<file path="src/rtl/uart_word_receiver.sv">
// 8N1 UART receiver that packs every four good bytes into a little-endian word.
// Words are queued in a small FIFO and handed out one per request.
module uart_word_receiver #(
    parameter int CLK_PER_HALF_BIT = 434,
    parameter int IBUF_SIZE_WIDTH  = 4
) (
    input  logic        clk,
    input  logic        rst,
    input  logic        rxd,
    input  logic        recv_enable,
    output logic [31:0] recv_data,
    output logic        recv_ready,
    output logic        overflow,
    output logic        frame_err
);

    localparam int TW    = $clog2(2 * CLK_PER_HALF_BIT);
    localparam int AW    = IBUF_SIZE_WIDTH;
    localparam int DEPTH = 2 ** IBUF_SIZE_WIDTH;

    localparam logic [TW-1:0] HALF_LOAD = TW'(CLK_PER_HALF_BIT - 1);
    localparam logic [TW-1:0] BIT_LOAD  = TW'(2 * CLK_PER_HALF_BIT - 1);
    localparam logic [TW-1:0] TIMER_ONE = TW'(1);
    localparam logic [AW:0]   PTR_ONE   = (AW+1)'(1);

    localparam logic [1:0] S_IDLE  = 2'd0;
    localparam logic [1:0] S_START = 2'd1;
    localparam logic [1:0] S_DATA  = 2'd2;
    localparam logic [1:0] S_STOP  = 2'd3;

    logic          rxd_m;
    logic          rxd_s;
    logic [1:0]    state;
    logic [TW-1:0] timer;
    logic          expired;
    logic [2:0]    bit_idx;
    logic [7:0]    shift;
    logic          byte_valid;
    logic [7:0]    byte_q;

    logic [1:0]    bc;
    logic [23:0]   word_lo;
    logic [31:0]   mem [DEPTH];
    logic [AW:0]   wptr;
    logic [AW:0]   rptr;
    logic          empty;
    logic          full;
    logic          word_done;
    logic          push;
    logic          pop;
    logic          pending;

    always_ff @(posedge clk) begin
        if (rst) begin
            rxd_m <= 1'b1;
            rxd_s <= 1'b1;
        end else begin
            rxd_m <= rxd;
            rxd_s <= rxd_m;
        end
    end

    assign expired = (timer == '0);

    // Bit-timing FSM: samples land mid-bit because START waits half a bit first.
    always_ff @(posedge clk) begin
        if (rst) begin
            state      <= S_IDLE;
            timer      <= '0;
            bit_idx    <= '0;
            shift      <= '0;
            byte_valid <= 1'b0;
            byte_q     <= '0;
            frame_err  <= 1'b0;
        end else begin
            byte_valid <= 1'b0;
            case (state)
                S_IDLE: begin
                    if (!rxd_s) begin
                        state <= S_START;
                        timer <= HALF_LOAD;
                    end
                end
                S_START: begin
                    if (expired) begin
                        if (!rxd_s) begin
                            state   <= S_DATA;
                            timer   <= BIT_LOAD;
                            bit_idx <= '0;
                        end else begin
                            state <= S_IDLE;
                        end
                    end else begin
                        timer <= timer - TIMER_ONE;
                    end
                end
                S_DATA: begin
                    if (expired) begin
                        shift[bit_idx] <= rxd_s;
                        timer          <= BIT_LOAD;
                        if (bit_idx == 3'd7)
                            state <= S_STOP;
                        else
                            bit_idx <= bit_idx + 3'd1;
                    end else begin
                        timer <= timer - TIMER_ONE;
                    end
                end
                S_STOP: begin
                    if (expired) begin
                        state <= S_IDLE;
                        if (rxd_s) begin
                            byte_valid <= 1'b1;
                            byte_q     <= shift;
                        end else begin
                            frame_err <= 1'b1;
                        end
                    end else begin
                        timer <= timer - TIMER_ONE;
                    end
                end
                default: state <= S_IDLE;
            endcase
        end
    end

    assign empty     = (wptr == rptr);
    assign full      = (wptr[AW-1:0] == rptr[AW-1:0]) && (wptr[AW] != rptr[AW]);
    assign word_done = byte_valid && (bc == 2'd3);
    assign push      = word_done && !full;
    assign pop       = pending && !empty;

    always_ff @(posedge clk) begin
        if (push)
            mem[wptr[AW-1:0]] <= {byte_q, word_lo};
    end

    // A dropped word still wraps bc so the next word starts cleanly at byte 0.
    always_ff @(posedge clk) begin
        if (rst) begin
            bc         <= '0;
            word_lo    <= '0;
            wptr       <= '0;
            rptr       <= '0;
            overflow   <= 1'b0;
            pending    <= 1'b0;
            recv_ready <= 1'b1;
            recv_data  <= '0;
        end else begin
            if (byte_valid) begin
                if (bc == 2'd3) begin
                    bc <= '0;
                    if (full)
                        overflow <= 1'b1;
                end else begin
                    case (bc)
                        2'd0:    word_lo[7:0]   <= byte_q;
                        2'd1:    word_lo[15:8]  <= byte_q;
                        default: word_lo[23:16] <= byte_q;
                    endcase
                    bc <= bc + 2'd1;
                end
            end

            if (push)
                wptr <= wptr + PTR_ONE;

            if (pop) begin
                recv_data <= mem[rptr[AW-1:0]];
                rptr      <= rptr + PTR_ONE;
            end

            if (!pending) begin
                if (recv_enable) begin
                    pending    <= 1'b1;
                    recv_ready <= 1'b0;
                end
            end else if (!empty) begin
                pending    <= 1'b0;
                recv_ready <= 1'b1;
            end
        end
    end

endmodule
</file>
<file path="config.mk">
export PLATFORM = sky130hd
export DESIGN_NAME = uart_word_receiver
export DESIGN_NICKNAME = d
export VERILOG_FILES = /design/src/rtl/uart_word_receiver.sv
export SDC_FILE = /design/constraint.sdc
export NUM_CORES = 1
export LEC_CHECK = 0
export ABC_AREA = 1
export CORE_MARGIN = 3
export CORE_UTILIZATION = 60
export CTS_CLUSTER_SIZE = 28
export DETAILED_ROUTE_END_ITERATION = 16
export GPL_TIMING_DRIVEN = 0
export MAX_ROUTING_LAYER = met4
export PLACE_DENSITY_LB_ADDON = 0.3
export REMOVE_ABC_BUFFERS = 1
export SYNTH_ARGS = -nofsm -noshare
export SYNTH_HDL_FRONTEND = slang
export SYNTH_SLANG_ARGS = --single-unit
</file>
<file path="constraint.sdc">
create_clock -name clk -period 5.25 [get_ports clk]
set_clock_uncertainty 0.2 [all_clocks]
set_input_delay 1.3125 -clock clk [delete_from_list [all_inputs] [get_ports clk]]
set_output_delay 1.3125 -clock clk [all_outputs]
set_load 0.05 [all_outputs]
</file>
==> run_results.csv <==
group,metric,value,unit
synth,synth-warning-count,0,
cts,ctsResizeCount,0,
routing,firstDrtPassIters,6,
pwr,p_clk_frac,0.433,
sta,period_share,0.695,
routing,route.vias.total,16500,
routing,drtAntennaViolNets,0,
worst_setup_path,crit_slowest_cell,"dfxtp_4",
cts,cts_tree,"built",
cts,clk_latency,0.61,ns
global_routing,grt_usage,0.271,
pwr,p_int,7.79,mW
synth,synth_cell_types,34,
worst_setup_path,cp.depth,8,
floorplan,die_w,208,um
placed_design,placedCellCount,2586,
floorplan,pin_count,39,
global_routing,grt_pass1_wl,89000,um
pwr,p_seq_frac,0.543,
cts,cts-root-buf,"clkbuf_16",
placed_design,hpwlAfterDp,31500,um
synth,ys_top_cells_by_area,"edfxtp_1 (63%), dfxtp_1 (8.6%), nor2_1 (6.8%)",
sta,relSlewSlack,0.0939,
worst_setup_path,crit_family,"simple AND/OR/NAND/NOR gates",
worst_hold_path,whs_path_depth,1,
pwr,p_per_area,351,nW/um2
routing,drt_iter0_drc,1762,
worst_hold_path,worstHoldEndpoint,"rxd_s",
cells_and_area,stdcell_count,2696,
worst_setup_path,end_kind,"register",
synth,netlist_area,24600,um2
run,drv_cap,0,
worst_setup_path,crit_chain,"xor2_1 -> nor2_1 -> nand3b_1 -> nand2_2 -> inv_1 -> nand2_1 -> nor2_4 -> buf_16",
run_status,status,"finished, final reports clean",
cts,h-tree-depth,2,
floorplan,num_rows,73,
worst_hold_path,hp-start,"rxd_m",
cells_and_area,multi_input_area,6210,um2
cts,post-cts-setup-buffers,0,
pwr,combPwrFrac,0.024,
global_routing,antenna_found_initial,0,
cts,clkSlewWorstSetupHoldPaths,0.06,ns
worst_setup_path,cp_max_fo,76,
pwr,switching_power,1.92,mW
routing,drc,0,
sta,hold_ws,0.210,ns
sta,rsz0062_at_grt,"false",
cells_and_area,regArea,17500,um2
synth,synth_area_leader_cell,"edfxtp_1",
cells_and_area,fin_nets,2144,
worst_setup_path,crit_type,"reg -> reg",
worst_setup_path,max_stage_delay,0.89,ns
pwr,ir_worst_vdd,296,uV
routing,wl_per_cell,21.3,um
sta,slew_viol_final,0,
worst_setup_path,cp_num_buf_inv,2,
worst_setup_path,r2r_end,"mem[0][8]",
floorplan,die_h,208,um
worst_setup_path,r2r_start,"rptr[0]",
global_routing,grt_start_max_net_pins,151,
cells_and_area,layout-drive-gt1-share,0.0728,
placed_design,numPortBuffers,38,
cts,cts_buffers,58,
global_routing,first_global_vias,16100,
sta,max_freq,0.274,GHz
global_routing,overflow,0,
cts,cts.sinks,618,
worst_setup_path,worstRegToRegCells,8,
routing,via_per_inst,6.11,
worst_setup_path,crit_required,5.35,ns
sta,setup_viol,0,
worst_setup_path,cp.arrival,3.75,ns
cells_and_area,diodes,0,
sta,max_slew.worst_pin.slew,1.36,ns
synth,ys_seq_area_frac,0.712,
cells_and_area,fillers,2695,
placed_design,place.gp.congestion,0.824,
sta,min_period,3.65,ns
worst_setup_path,rrSetupSlack,1.60,ns
floorplan,start_util,0.613,
sta,hold_viol,0,
cts,ctsHoldBuffers,0,
routing,finalWirelength,57500,um
floorplan,core,40100,um2
synth,synth_top_area_share,0.626,
synth,synth-seq-cells,618,
synth,avgSynthCellArea,11.6,um2
floorplan,die-area,43400,um2
synth,synth_cells,2117,
pwr,p_leak,10.1,nW
cts,cts.path.max_buffers,3,
pwr,swShare,0.198,
worst_setup_path,crit_path_start_kind,"register",
cells_and_area,syn_to_final_growth,12.8,%
worst_hold_path,hold_class,"reg -> reg",
[layout make-up]
type / count / area share
Multi-Input combinational cell: 1283 / 0.224
Inverter: 88 / 0.0122
Tap cell: 525 / 0.0237
Clock inverter: 20 / 0.00723
Sequential cell: 618 / 0.632
Clock buffer: 89 / 0.0629
Timing Repair Buffer: 73 / 0.0379
[per-stage QoR]
stage | util | area (um2) | power (mW) | setup WS (ns) | TNS [ns]
finish | 0.691 | 27700 | 9.71 | 1.60 | 0
global route | 0.691 | 27700 | 9.98 | 1.44 | 0
CTS | 0.690 | 27700 | 9.75 | 1.52 | 0
detailed placement | 0.642 | 25700 | 5.60 | 0.890 | 0
global placement | 0.622 | 25000 | 5.59 | -8.14 | -3470.79
floorplan | - | 23900 | 5.54 | -2.21 | -902.88
[Yosys cell counts]
library cell and instances:
or2_2 2, o211ai_1 64, a211oi_1 5, dfxtp_1 106, buf_2 41, nor4_1 1, clkbuf_1 66, a21oi_1 57
clkbuf_2 1, nand2_1 205, a21oi_2 1, buf_8 1, nor3_1 8, nand4_1 2, nor3_4 1, edfxtp_1 512
inv_1 83, ha_1 18, o21ai_1 43, nor2_1 443, nand3b_1 2, buf_4 5, buf_1 3, inv_2 4
nand2_2 2, o21a_1 1, nor2_2 4, xnor2_1 3, inv_4 1, nand3_1 51, buf_6 11, xor2_1 11
o21ai_0 295, o22ai_1 64
[sequential cells by signal (all words and copies together) (netlist names), named ones only]
signal,cells
recv_ready,1
rxd_m,1
byte_q,8
timer,10
byte_valid,1
overflow,1
wptr,5
bc,2
recv_data,32
word_lo,24
rptr,5
frame_err,1
mem,512
state,1
pending,1
rxd_s,1
shift,8
bit_idx,3
[worst max-delay path by stage]
stage	from	end	slack [ns]
3_5_place_dp	rst	timer[2]	0.89
6_report	rptr[0]	mem[0][8]	1.60
3_3_place_gp	rptr[0]	recv_data[24]	-8.14
4_1_cts	rst	byte_q[2]	1.52
2_1_floorplan	rptr[0]	recv_data[0]	-2.21
5_1_grt	rptr[0]	mem[0][10]	1.44
[power groups by stage]
stage	clock network, mW	logic (mW)	registers, mW
5_1_grt	4.44	0.264	5.27
3_5_place_dp	0	0.226	5.37
2_1_floorplan	0	0.170	5.37
3_3_place_gp	0	0.215	5.37
6_report	4.21	0.235	5.27
4_1_cts	4.26	0.229	5.27
[logic make-up after synthesis]
family,Yosys count,share of synthesized area
xor+xnor,14,0.00499
buf+inv,216,0.0398
simple gates,721,0.115
fa+ha+maj,18,0.00917
compound gates,530,0.119
flops,618,0.712
[metal layers]
metal  global-route usage  vias to the layer above  wire (um)
met5                    -                        -          0
met4                0.124                        0       2510
met3               0.0422                      200       5450
met2                0.417                      894      27000
met1                0.360                     7871      22600
li1                     -                     7504          -
[layout by cell type (no fill, tap or decap), drive strengths merged]
master,count
a21oi,58
nand2,207
o211ai,64
nand4,2
o21ai,338
buf,35
o21a,1
clkinv,14
xnor2,3
nor3,9
clkinvlp,2
o22ai,64
nor2,447
inv,88
nand3b,2
nor4,1
a211oi,5
dfxtp,106
edfxtp,512
ha,18
clkdlybuf4s50,38
xor2,11
clkbuf,89
nand3,51
bufinv,4
or2,2
No activity file was read; power rests on OpenSTA's default activity.
